<file path="config.mk">
export PLATFORM = sky130hd
export DESIGN_NAME = dl_top
export DESIGN_NICKNAME = d
export VERILOG_FILES = /design/src/rtl/dl_top.sv
export SDC_FILE = /design/constraint.sdc
export NUM_CORES = 1
export LEC_CHECK = 0
export BUFFER_PORTS_ARGS = -buffer_cell sky130_fd_sc_hd__clkbuf_2
export CAP_MARGIN = 15
export CELL_PAD_IN_SITES_DETAIL_PLACEMENT = 0
export CELL_PAD_IN_SITES_GLOBAL_PLACEMENT = 1
export CORE_MARGIN = 5
export CORE_UTILIZATION = 39
export DETAILED_ROUTE_END_ITERATION = 6
export PLACE_DENSITY = 0.83
export SLEW_MARGIN = 20
export SYNTH_ARGS = -nofsm -noshare
export SYNTH_HDL_FRONTEND = slang
export SYNTH_SLANG_ARGS = --single-unit
</file>
<file path="constraint.sdc">
create_clock -name i_clk -period 2 [get_ports i_clk]
set_clock_uncertainty 0.2 [all_clocks]
set_input_delay 0.1 -clock i_clk [delete_from_list [all_inputs] [get_ports i_clk]]
set_output_delay 0.1 -clock i_clk [all_outputs]
set_load 0.01 [all_outputs]
</file>
<file path="src/rtl/dl_top.sv">
// Digital lock: 3-digit hex password with set/verify/freeze states and 7-segment readout.
// Latency: a button action lands on the 3rd rising i_clk edge that samples the button high.
// Backpressure: none; presses during FREEZE, or losing a same-cycle conflict, are dropped.
//
// Ports:
//   i_clk, i_hard_reset (async active-low; deassertion synchronized internally)
//   i_digit           hex digit to enter
//   i_confirm_getter  push-button, shifts i_digit into the 3-digit entry buffer
//   i_confirm_FSM     push-button, submits the entry buffer to the state machine
//   i_switch          push-button, VERIFY -> SET
//   i_en_display      1 shows the entry buffer, 0 blanks it
//   o_7seg_input      live i_digit glyph (never blanked)
//   o_7seg2/1/0       entry buffer, oldest digit on o_7seg2
//   o_state_7seg      S / U / F glyph
//   o_trials_7seg     remaining trials
//   o_correct_led, o_incorrect_led  result of the last verification
module dl_top #(
  parameter int FREEZE_CYCLES = 500
) (
  input  logic       i_clk,
  input  logic       i_hard_reset,
  input  logic [3:0] i_digit,
  input  logic       i_confirm_getter,
  input  logic       i_confirm_FSM,
  input  logic       i_en_display,
  input  logic       i_switch,
  output logic [6:0] o_7seg_input,
  output logic [6:0] o_7seg2,
  output logic [6:0] o_7seg1,
  output logic [6:0] o_7seg0,
  output logic [6:0] o_state_7seg,
  output logic [6:0] o_trials_7seg,
  output logic       o_correct_led,
  output logic       o_incorrect_led
);

  localparam int CW = (FREEZE_CYCLES > 1) ? $clog2(FREEZE_CYCLES) : 1;
  localparam logic [6:0] SEG_BLANK = 7'b1111111;

  typedef enum logic [1:0] {
    ST_SET    = 2'd0,
    ST_VERIFY = 2'd1,
    ST_FREEZE = 2'd2
  } state_e;

  // Active-low hex font, bit order {g,f,e,d,c,b,a}.
  function automatic logic [6:0] hex7(input logic [3:0] v);
    case (v)
      4'h0: hex7 = 7'b1000000;
      4'h1: hex7 = 7'b1111001;
      4'h2: hex7 = 7'b0100100;
      4'h3: hex7 = 7'b0110000;
      4'h4: hex7 = 7'b0011001;
      4'h5: hex7 = 7'b0010010;
      4'h6: hex7 = 7'b0000010;
      4'h7: hex7 = 7'b1111000;
      4'h8: hex7 = 7'b0000000;
      4'h9: hex7 = 7'b0010000;
      4'hA: hex7 = 7'b0001000;
      4'hB: hex7 = 7'b0000011;
      4'hC: hex7 = 7'b1000110;
      4'hD: hex7 = 7'b0100001;
      4'hE: hex7 = 7'b0000110;
      default: hex7 = 7'b0001110;
    endcase
  endfunction

  // Reset: asserts asynchronously, releases on the 2nd clock edge.
  logic [1:0] rst_sync_q, rst_sync_d;
  logic       rst_n;

  always_comb begin
    rst_sync_d = {rst_sync_q[0], 1'b1};
  end

  always_ff @(posedge i_clk or negedge i_hard_reset) begin
    if (!i_hard_reset) rst_sync_q <= 2'b00;
    else               rst_sync_q <= rst_sync_d;
  end

  assign rst_n = rst_sync_q[1];

  // Button conditioning, bit 0 = getter, 1 = confirm_FSM, 2 = switch.
  // sync1 -> sync2 -> prev; a press is sync2 high while prev is still low.
  logic [2:0] sync1_q, sync1_d, sync2_q, sync2_d, prev_q, prev_d;
  logic [2:0] btn_edge;

  always_comb begin
    sync1_d  = {i_switch, i_confirm_FSM, i_confirm_getter};
    sync2_d  = sync1_q;
    prev_d   = sync2_q;
    btn_edge = sync2_q & ~prev_q;
  end

  logic get_evt, cfm_evt, sw_evt;
  assign get_evt = btn_edge[0];
  assign cfm_evt = btn_edge[1];
  assign sw_evt  = btn_edge[2];

  // Lock state.
  state_e         state_q, state_d;
  logic [11:0]    pw_q, pw_d;
  logic [11:0]    buf_q, buf_d;      // [11:8] oldest, [3:0] newest
  logic [1:0]     trials_q, trials_d;
  logic           cled_q, cled_d;
  logic           iled_q, iled_d;
  logic [CW-1:0]  cnt_q, cnt_d;

  always_comb begin
    state_d  = state_q;
    pw_d     = pw_q;
    buf_d    = buf_q;
    trials_d = trials_q;
    cled_d   = cled_q;
    iled_d   = iled_q;
    cnt_d    = cnt_q;

    case (state_q)
      ST_SET: begin
        if (cfm_evt) begin
          pw_d     = buf_q;
          state_d  = ST_VERIFY;
          trials_d = 2'd3;
          cled_d   = 1'b0;
          iled_d   = 1'b0;
          buf_d    = '0;
        end else if (get_evt) begin
          buf_d = {buf_q[7:0], i_digit};
        end
      end

      ST_VERIFY: begin
        if (cfm_evt) begin
          buf_d = '0;
          if (buf_q == pw_q) begin
            cled_d   = 1'b1;
            iled_d   = 1'b0;
            trials_d = 2'd3;
          end else begin
            cled_d = 1'b0;
            iled_d = 1'b1;
            if (trials_q != 2'd0) trials_d = trials_q - 2'd1;
            // Last trial spent: lock out.
            if (trials_q <= 2'd1) begin
              state_d = ST_FREEZE;
              cnt_d   = '0;
            end
          end
        end else if (sw_evt) begin
          state_d = ST_SET;
          cled_d  = 1'b0;
          iled_d  = 1'b0;
        end else if (get_evt) begin
          buf_d = {buf_q[7:0], i_digit};
        end
      end

      ST_FREEZE: begin
        buf_d  = '0;
        cled_d = 1'b0;
        iled_d = 1'b1;
        // cnt counts 0..FREEZE_CYCLES-1, so the lock spends exactly FREEZE_CYCLES cycles here.
        if (cnt_q == CW'(FREEZE_CYCLES - 1)) begin
          state_d  = ST_VERIFY;
          trials_d = 2'd3;
          cled_d   = 1'b0;
          iled_d   = 1'b0;
          cnt_d    = '0;
        end else begin
          cnt_d = cnt_q + CW'(1);
        end
      end

      default: begin
        state_d = ST_SET;
      end
    endcase
  end

  always_ff @(posedge i_clk or negedge rst_n) begin
    if (!rst_n) begin
      sync1_q  <= '0;
      sync2_q  <= '0;
      prev_q   <= '0;
      state_q  <= ST_SET;
      pw_q     <= '0;
      buf_q    <= '0;
      trials_q <= 2'd3;
      cled_q   <= 1'b0;
      iled_q   <= 1'b0;
      cnt_q    <= '0;
    end else begin
      sync1_q  <= sync1_d;
      sync2_q  <= sync2_d;
      prev_q   <= prev_d;
      state_q  <= state_d;
      pw_q     <= pw_d;
      buf_q    <= buf_d;
      trials_q <= trials_d;
      cled_q   <= cled_d;
      iled_q   <= iled_d;
      cnt_q    <= cnt_d;
    end
  end

  // Display.
  always_comb begin
    o_7seg_input = hex7(i_digit);
    o_7seg2      = i_en_display ? hex7(buf_q[11:8]) : SEG_BLANK;
    o_7seg1      = i_en_display ? hex7(buf_q[7:4])  : SEG_BLANK;
    o_7seg0      = i_en_display ? hex7(buf_q[3:0])  : SEG_BLANK;
    case (state_q)
      ST_SET:    o_state_7seg = 7'b0010010;
      ST_VERIFY: o_state_7seg = 7'b1000001;
      ST_FREEZE: o_state_7seg = 7'b0001110;
      default:   o_state_7seg = SEG_BLANK;
    endcase
    o_trials_7seg = hex7({2'b00, trials_q});
  end

  assign o_correct_led   = cled_q;
  assign o_incorrect_led = iled_q;

endmodule

</file>
==> metrics.json, run 1 <==
{
  "yosys": {
    "syn_avg_cell_area_sq_um": 9.02,
    "ys_warn_count": 0,
    "synth_enable_flop_cells": 0,
    "post_synth_instance_area_sq_mm": 0.00366,
    "synth_seq_cells": 50,
    "synthDistinctLibCells": 55,
    "synth_top_flop_cell": "sky130_fd_sc_hd__dfrtp_1",
    "synth_cells": 406,
    "yosysSeqAreaShare_pct": 34.2,
    "syn_nets": 451,
    "postSynth.asyncResetShare_pct": 100
  },
  "cells_and_area": {
    "seq_area_sq_mm": 0.00126,
    "stdcell_count": 617,
    "multi_input_comb_area_sq_mm": 0.00242,
    "fin_util_pct": 53.3,
    "num-fill-cells": 793,
    "area.growth.synth_to_final_pct": 34.0,
    "diodes": 0,
    "finish.net_count": 550,
    "post_route_cells_drive_above_1_share_pct": 37.9
  },
  "global_routing": {
    "grtUsageTotal_pct": 15.5,
    "antenna_violations_before_repair": 0,
    "grt_overflow": 0,
    "first_global_vias": 3201,
    "grt_max_degree": 29,
    "grt_pass1_wl_mm": 14.7
  },
  "floorplan": {
    "dieWidth_um": 107,
    "core_area_sq_mm": 0.00920,
    "die_height_um": 107,
    "die_area_sq_mm": 0.0114,
    "ioPinCount": 54,
    "fp-row-count": 35,
    "start_util_pct": 39.8
  },
  "setup_path": {
    "cp_max_fo": 5,
    "critical_path.slowest_cell": "sky130_fd_sc_hd__mux4_2",
    "worst_path_largest_cell_delay_ps": 440,
    "worstSetupEndpointType": "output port",
    "worstSetupStartpointType": "register",
    "timing_worst_setup_path_type": "register to output port",
    "critPathMostFrequentCell": "sky130_fd_sc_hd__inv_1",
    "critical-path-top-delay-family": "multiplexers",
    "critPathArrivalTime_ps": 1850,
    "worst_ep_required_time_ps": 1700,
    "worstPathBufferInverterCount": 4,
    "crit_chain": "inv_2 > ha_4 > inv_1 > mux4_2 > inv_1 > nand2_1 > clkbuf_2"
  },
  "route": {
    "drt_wl_total_mm": 8.83,
    "number_of_nets_still_failing_antenna_checks_after_routing": 0,
    "route.detailed.vias_per_inst": 5.14,
    "routed_wire_length_per_instance_um": 14.3,
    "detailroute.via_count": 3169,
    "drt_first_pass_iters": 4,
    "drc": 0,
    "detail_route.iter0.violations": 148
  },
  "pwr": {
    "finalPower_mw": 6.40,
    "power_density_mw_per_mm2": 1300,
    "max-vdd-ir-drop_mv": 0.573,
    "pleak_nw": 2.21
  },
  "job": {
    "max-cap-violations": 0
  },
  "clocking": {
    "cts_tree": "yes",
    "path_clk_slew_ps": 90,
    "cts.root.buffer_cell": "sky130_fd_sc_hd__clkbuf_8",
    "cts_max_level": 2,
    "worstSkewPairLatency_ps": 300,
    "numClockSinks": 50,
    "clock_path_buffers": 2,
    "inserted_clock_buffers": 5
  },
  "placed_design": {
    "place_inst": 580,
    "buffer_ports.inserted": 52,
    "detailed_place_hpwl_mm": 6.15,
    "gp_routability_congestion": 0.834
  },
  "timing": {
    "setup_slack_ps": -145,
    "maxClockFrequency_mhz": 466,
    "final.period_utilization_pct": 107,
    "total_of_endpoints_with_negative_setup_slack_in_the_final_report": 5,
    "timing.final.max_slew_violations": 0,
    "layout_min_cycle_time_ps": 2150,
    "report.final.hold_viol_count": 0,
    "rsz_0062_raised_after_global_routing": "yes"
  },
  "hold_path": {
    "min-delay-path-class": "register to async pin"
  },
  "status": {
    "violated_checks": "setup timing",
    "run_status": "complete, but fails checks"
  }
}
==> synth_stat cells, drive strengths merged, types with 12 or more instances <==
| cell type | instances | share of area (%) |
|---|---|---|
| nor2 | 13 | 1.3 |
| nand2 | 66 | 6.8 |
| xor2 | 12 | 3.1 |
| dfrtp | 48 | 33 |
| inv | 24 | 2.5 |
| nand2b | 12 | 2.1 |
| clkbuf | 12 | 1.2 |
| o211ai | 22 | 4.5 |
| buf | 16 | 3.1 |
| mux2i | 13 | 3.6 |
| ha | 35 | 12 |
| o21ai | 48 | 6.6 |
==> cell type report <==
class	instances	area share [%]
Multi-Input combinational cell	304	49.4
Sequential cell	50	25.6
Timing Repair Buffer	120	17.9
Tap cell	111	2.83
Inverter	24	2.07
Clock buffer	6	1.48
Clock inverter	2	0.765
==> path summary, 6_finish.rpt <==
path	from	endpoint	slack, ps	cells past startpoint
worst max-delay path	buf_q[1]	o_7seg0[3]	-150	7
worst min-delay path	rst_sync_q[1]	state_q[1]	30	0
worst max register to register	buf_q[1]	cnt_q[0]	-30	6
worst min register to register	rst_sync_q[1]	state_q[1]	30	0
max in group asynchronous	i_hard_reset	rst_sync_q[1]	1020	3
min in group i_clk	sync1_q[2]	prev_d[2]	160	0
==> through the flow <==
step,TNS [ps],worst slack [ps],hold WS (ps),area (sq um)
2_1_floorplan,-62.3,-62.3,-396,3680
3_3_place_gp,0,6.65,-312,4230
3_5_place_dp,-270,-132,-308,4230
4_1_cts,-402,-130,58.2,4670
5_1_grt,-1620,-279,87.7,4910
6_report,-347,-145,30.0,4910
==> worst register-to-register path, cell delays in order, from the launching register on <==
cell and delay [ps]:
sky130_fd_sc_hd__dfrtp_1 430, sky130_fd_sc_hd__buf_6 140, sky130_fd_sc_hd__xor2_2 180, sky130_fd_sc_hd__nor4_4 280, sky130_fd_sc_hd__nand3_4 160, sky130_fd_sc_hd__a21oi_4 210, sky130_fd_sc_hd__mux2_4 310
==> layer usage <==
metal | wire length [um] | GRT usage, % | up-vias
met4 | 103 | 3.56 | 0
met2 | 4430 | 27.4 | 52
met3 | 249 | 2.77 | 8
li1 | - | - | 1595
met1 | 4050 | 19.8 | 1514
met5 | 0 | 0 | -
==> layout by cell type (no fill, tap or decap), types with 3 or more instances in the layout <==
cell                             n
sky130_fd_sc_hd__ha_1           19
sky130_fd_sc_hd__inv_1          15
sky130_fd_sc_hd__clkbuf_2       42
sky130_fd_sc_hd__xor2_2          3
sky130_fd_sc_hd__a21oi_1         7
sky130_fd_sc_hd__nand2_1        62
sky130_fd_sc_hd__dlygate4sd3_1   9
sky130_fd_sc_hd__dfrtp_1        46
sky130_fd_sc_hd__nor4_4          3
sky130_fd_sc_hd__o211ai_1       22
sky130_fd_sc_hd__buf_2           8
sky130_fd_sc_hd__o31ai_1         6
sky130_fd_sc_hd__nand2b_1        9
sky130_fd_sc_hd__buf_6          14
sky130_fd_sc_hd__o21ai_0        44
sky130_fd_sc_hd__nand2_2         4
sky130_fd_sc_hd__nand3_1         4
sky130_fd_sc_hd__nand2b_4        3
sky130_fd_sc_hd__nor2_1         12
sky130_fd_sc_hd__ha_4           10
sky130_fd_sc_hd__mux2_2          5
sky130_fd_sc_hd__nand3b_1        3
sky130_fd_sc_hd__and3_1          3
sky130_fd_sc_hd__clkbuf_8        5
sky130_fd_sc_hd__o21ai_1         4
sky130_fd_sc_hd__or2_2           4
sky130_fd_sc_hd__ha_2            6
sky130_fd_sc_hd__mux2i_1        12
sky130_fd_sc_hd__xor2_1          8
sky130_fd_sc_hd__buf_4          45
sky130_fd_sc_hd__inv_2           6
==> sequential cells by signal (all words and copies together) (netlist names), 3 cells and up <==
register  cells
sync1_q       3
cnt_q         9
pw_q         12
buf_q        12
prev_q        3
prev_d        3
==> logic make-up after synthesis <==
| logic type | count (synthesis) | synth area share [%] |
|---|---|---|
| AO/OA/AOI/OAI | 110 | 19.5 |
| AND/OR/NAND/NOR | 123 | 17.2 |
| XOR/XNOR | 13 | 3.32 |
| buffers and inverters | 52 | 6.80 |
| other | 2 | 0.205 |
| multiplexers | 21 | 6.73 |
| adder cells (fa/ha/maj) | 35 | 12.0 |
| flip-flops | 50 | 34.2 |
==> power breakdown <==
part           internal [mW]  switching, mW
sequential              1.30          0.240
combinational           1.94           2.20
clock                  0.374          0.340
==> timing repair <==
action                                 4_1_cts  5_1_grt
endpoints found under the hold margin        9        0
buffers inserted                            11        9
hold buffers                                 9        0
pin swaps                                   10       15
setup endpoints to repair                   18       31
resized for setup                           36       52
Note: power is estimated with default switching activity, not from simulation.
==> inputs of run 2 (changes only) <==
- CORE_UTILIZATION: 39 -> 40
- PLACE_DENSITY: 0.83 -> 0.87
- clock period: 2 -> 1.9 ns (I/O delays scaled with it)
==> run 2 against run 1 <==
The run still ends with setup timing left. Die area shrank 2.3%. Global-route usage grew 0.32 points. Non-clock buffer count grew 15. Worst hold slack lost 22 ps. Critical path depth grew 1. Clock power grew 6.9%. Flip-flop and latch count is the same. Final cell count grew 2.4%. Worst setup slack lost 180 ps. First-iteration DRC count grew 7.4%. Via count grew 4.9%. Largest cell class unchanged. Highest routed layer unchanged.
==> metrics.json, run 2 (same netlist as run 1, synthesis figures left out) <==
{
  "setup_path": {
    "worst_ep_required_time": {"value": 1600, "unit": "ps", "change": "-100 ps"},
    "worstSetupStartpointType": "register",
    "worstSetupEndpointType": "output port",
    "r2r_start": "buf_q[0]",
    "worstPathBufferInverterCount": {"value": 5, "change": "+1"},
    "critical_path.slowest_cell": "sky130_fd_sc_hd__mux4_2",
    "critical-path-top-delay-family": "buffers and inverters",
    "critPathArrivalTime": {"value": 1930, "unit": "ps", "change": "+80 ps"},
    "startpoint": "buf_q[9]",
    "timing_worst_setup_path_type": "register to output port",
    "critPathMostFrequentCell": "sky130_fd_sc_hd__inv_1",
    "reg2reg_depth": {"value": 6, "change": "unchanged"},
    "r2r_slack": {"value": -150, "unit": "ps", "change": "-120 ps"},
    "r2r-end": "cnt_q[0]",
    "crit_chain": "buf_4 > inv_1 > ha_4 > inv_1 > mux4_2 > inv_1 > nand2_1 > clkbuf_2",
    "worst_path_largest_cell_delay": {"value": 440, "unit": "ps", "change": "about the same"},
    "cp_max_fo": {"value": 5, "change": "unchanged"}
  },
  "route": {
    "drt_first_pass_iters": {"value": 5, "change": "+1"},
    "detail_route.iter0.violations": {"value": 159, "change": "+7.4%"},
    "drc": {"value": 0, "change": "unchanged"},
    "number_of_nets_still_failing_antenna_checks_after_routing": {"value": 0, "change": "unchanged"},
    "detailroute.via_count": {"value": 3324, "change": "+4.9%"},
    "route.detailed.vias_per_inst": {"value": 5.26, "change": "+2.4%"},
    "drt_wl_total": {"value": 9.37, "unit": "mm", "change": "+6.2%"},
    "routed_wire_length_per_instance": {"value": 14.8, "unit": "um", "change": "+3.6%"}
  },
  "global_routing": {
    "grt_overflow": {"value": 0, "change": "unchanged"},
    "grt_pass1_wl": {"value": 14.9, "unit": "mm", "change": "+1.1%"},
    "grtUsageTotal": {"value": 15.9, "unit": "%", "change": "+0.32 points"},
    "grt_util_met2": {"value": 26.7, "unit": "%", "change": "-0.65 points"},
    "antenna_violations_before_repair": {"value": 0, "change": "unchanged"},
    "globalRouteMet3Util": {"value": 2.63, "unit": "%", "change": "-0.14 points"},
    "grt.met1_usage": {"value": 21.0, "unit": "%", "change": "+1.2 points"},
    "grt_max_degree": {"value": 31, "change": "+6.9%"},
    "first_global_vias": {"value": 3192, "change": "-0.28%"},
    "global_route.peak_usage_layer": "met2"
  },
  "placed_design": {
    "detailed_place_hpwl": {"value": 6.17, "unit": "mm", "change": "+0.23%"},
    "buffer_ports.inserted": {"value": 52, "change": "unchanged"},
    "gp_routability_congestion": {"value": 0.828, "change": "-0.72%"},
    "place_area": {"value": 0.00433, "unit": "sq mm", "change": "+2.3%"}
  },
  "pwr": {
    "finalPower": {"value": 7.25, "unit": "mW", "change": "+13%"},
    "max-vdd-ir-drop": {"value": 0.596, "unit": "mV", "change": "+4.0%"},
    "power_density": {"value": 1390, "unit": "mW/mm^2", "change": "+6.4%"},
    "pleak": {"value": 2.34, "unit": "nW", "change": "+5.9%"}
  },
  "timing": {
    "rsz_0062_raised_after_global_routing": "yes",
    "timing.final.max_slew_violations": {"value": 0, "change": "unchanged"},
    "layout_min_cycle_time_ps": 2230,
    "total_of_endpoints_with_negative_setup_slack_in_the_final_report": {"value": 29, "change": "+24"},
    "report.final.hold_viol_count": {"value": 0, "change": "unchanged"},
    "maxClockFrequency_mhz": 449,
    "final.period_utilization_pct": 117,
    "setup_slack": {"value": -326, "unit": "ps", "change": "-180 ps"},
    "whs": {"value": 7.71, "unit": "ps", "change": "-22.3 ps"}
  },
  "clocking": {
    "worstSkewPairLatency": {"value": 310, "unit": "ps", "change": "about the same"},
    "clock_path_buffers": {"value": 2, "change": "unchanged"},
    "cts_max_level": {"value": 2, "change": "unchanged"},
    "path_clk_slew": {"value": 100, "unit": "ps", "change": "about the same"},
    "cts.root.buffer_cell": "sky130_fd_sc_hd__clkbuf_8",
    "numClockSinks": {"value": 50, "change": "unchanged"},
    "inserted_clock_buffers": {"value": 5, "change": "unchanged"},
    "cts_tree": "yes"
  },
  "floorplan": {
    "dieWidth": {"value": 106, "unit": "um", "change": "-1.1%"},
    "start_util": {"value": 40.4, "unit": "%", "change": "+0.58 points"},
    "core_area": {"value": 0.00906, "unit": "sq mm", "change": "-1.4%"},
    "ioPinCount": {"value": 54, "change": "unchanged"},
    "die_area": {"value": 0.0112, "unit": "sq mm", "change": "-2.3%"},
    "die_height": {"value": 106, "unit": "um", "change": "-1.1%"},
    "fp-row-count": {"value": 35, "change": "unchanged"}
  },
  "cells_and_area": {
    "most-common-layout-cells": "sky130_fd_sc_hd__nand2_1 (62), sky130_fd_sc_hd__buf_4 (48), sky130_fd_sc_hd__dfrtp_1 (45), sky130_fd_sc_hd__o21ai_0 (41), sky130_fd_sc_hd__clkbuf_2 (39)",
    "most_common_cell_after_layout_fill_and_taps_aside": "sky130_fd_sc_hd__nand2_1",
    "seq_area": {"value": 0.00126, "unit": "sq mm", "change": "+0.10%"},
    "finish.net_count": {"value": 565, "change": "+2.7%"},
    "reg_top3": "buf_q (12), pw_q (12), cnt_q (9)",
    "area.growth.synth_to_final_pct": 42.7,
    "num-fill-cells": {"value": 722, "change": "-9.0%"},
    "multi_input_comb_area": {"value": 0.00255, "unit": "sq mm", "change": "+5.3%"},
    "post_route_cells_drive_above_1_share": {"value": 41.7, "unit": "%", "change": "+3.7 points"},
    "diodes": {"value": 0, "change": "unchanged"},
    "final_cell_area": {"value": 0.00522, "unit": "sq mm", "change": "+6.5%"}
  },
  "job": {
    "max-cap-violations": {"value": 0, "change": "unchanged"}
  },
  "status": {
    "run_status": "complete, but fails checks",
    "violated_checks": "setup timing"
  },
  "hold_path": {
    "min-delay-path-class": "register to async pin"
  }
}
==> run 2: routing by layer <==
layer | up-vias | share of wire, %
met5 | - | 0
met2 | 82 | 49
met1 | 1585 | 45
li1 | 1639 | -
met4 | 0 | 1.8
met3 | 18 | 4.2
==> run 2: how the worst max path moves through the flow <==
stage                       endpoint  slack (ps)  cells past startpoint
after floorplan             cnt_q[0]        -160                      7
after global placement      cnt_q[0]         -20                      6
after detailed placement    cnt_q[6]        -140                      5
after CTS                 o_7seg2[3]        -320                      8
after global routing      o_7seg2[3]        -450                      8
final                     o_7seg2[3]        -330                      8
==> run 2: layout make-up <==
class / instances / area share (%)
clock buffers: 6 / 1.39
clock inverters: 2 / 0.719
inverters: 24 / 2.16
multi-input cells: 304 / 48.9
flip-flops and latches: 50 / 24.1
well taps: 111 / 2.66
repair buffers: 135 / 20.1
==> run 2: repair_timing <==
action / in CTS / in global routing
setup endpoints to repair: 39 / 44
hold buffers: 9 / 0
resized for setup: 70 / 62
buffers inserted: 14 / 12
endpoints found under the hold margin: 9 / 0
pin swaps: 19 / 20
==> run 2: stage by stage <==
step           cells  util (%)  setup WS, ps  setup TNS (ps)
2_1_floorplan    406         -          -162            -322
3_3_place_gp     592      47.8         -19.0           -28.9
3_5_place_dp     592      47.8          -140            -849
4_1_cts          622      54.2          -325           -2050
5_1_grt          632      57.6          -449           -5830
6_report         632      57.6          -326           -2840
==> run 2: worst register-to-register path: cells and delay by family, from the launching register on <==
kind / cells / cell delay [ps]
multiplexers: 1 / 310
buffers and inverters: 1 / 150
AND/OR/NAND/NOR: 2 / 420
XOR/XNOR: 1 / 180
flip-flops: 1 / 470
AO/OA/AOI/OAI: 1 / 210
==> run 2: where the power goes <==
group / switching [mW] / internal (mW) / leakage [nW]
logic: 2.52 / 2.35 / 1.65
clock network: 0.369 / 0.393 / 0.0514
registers: 0.248 / 1.37 / 0.639
total: 3.14 / 4.11 / 2.34
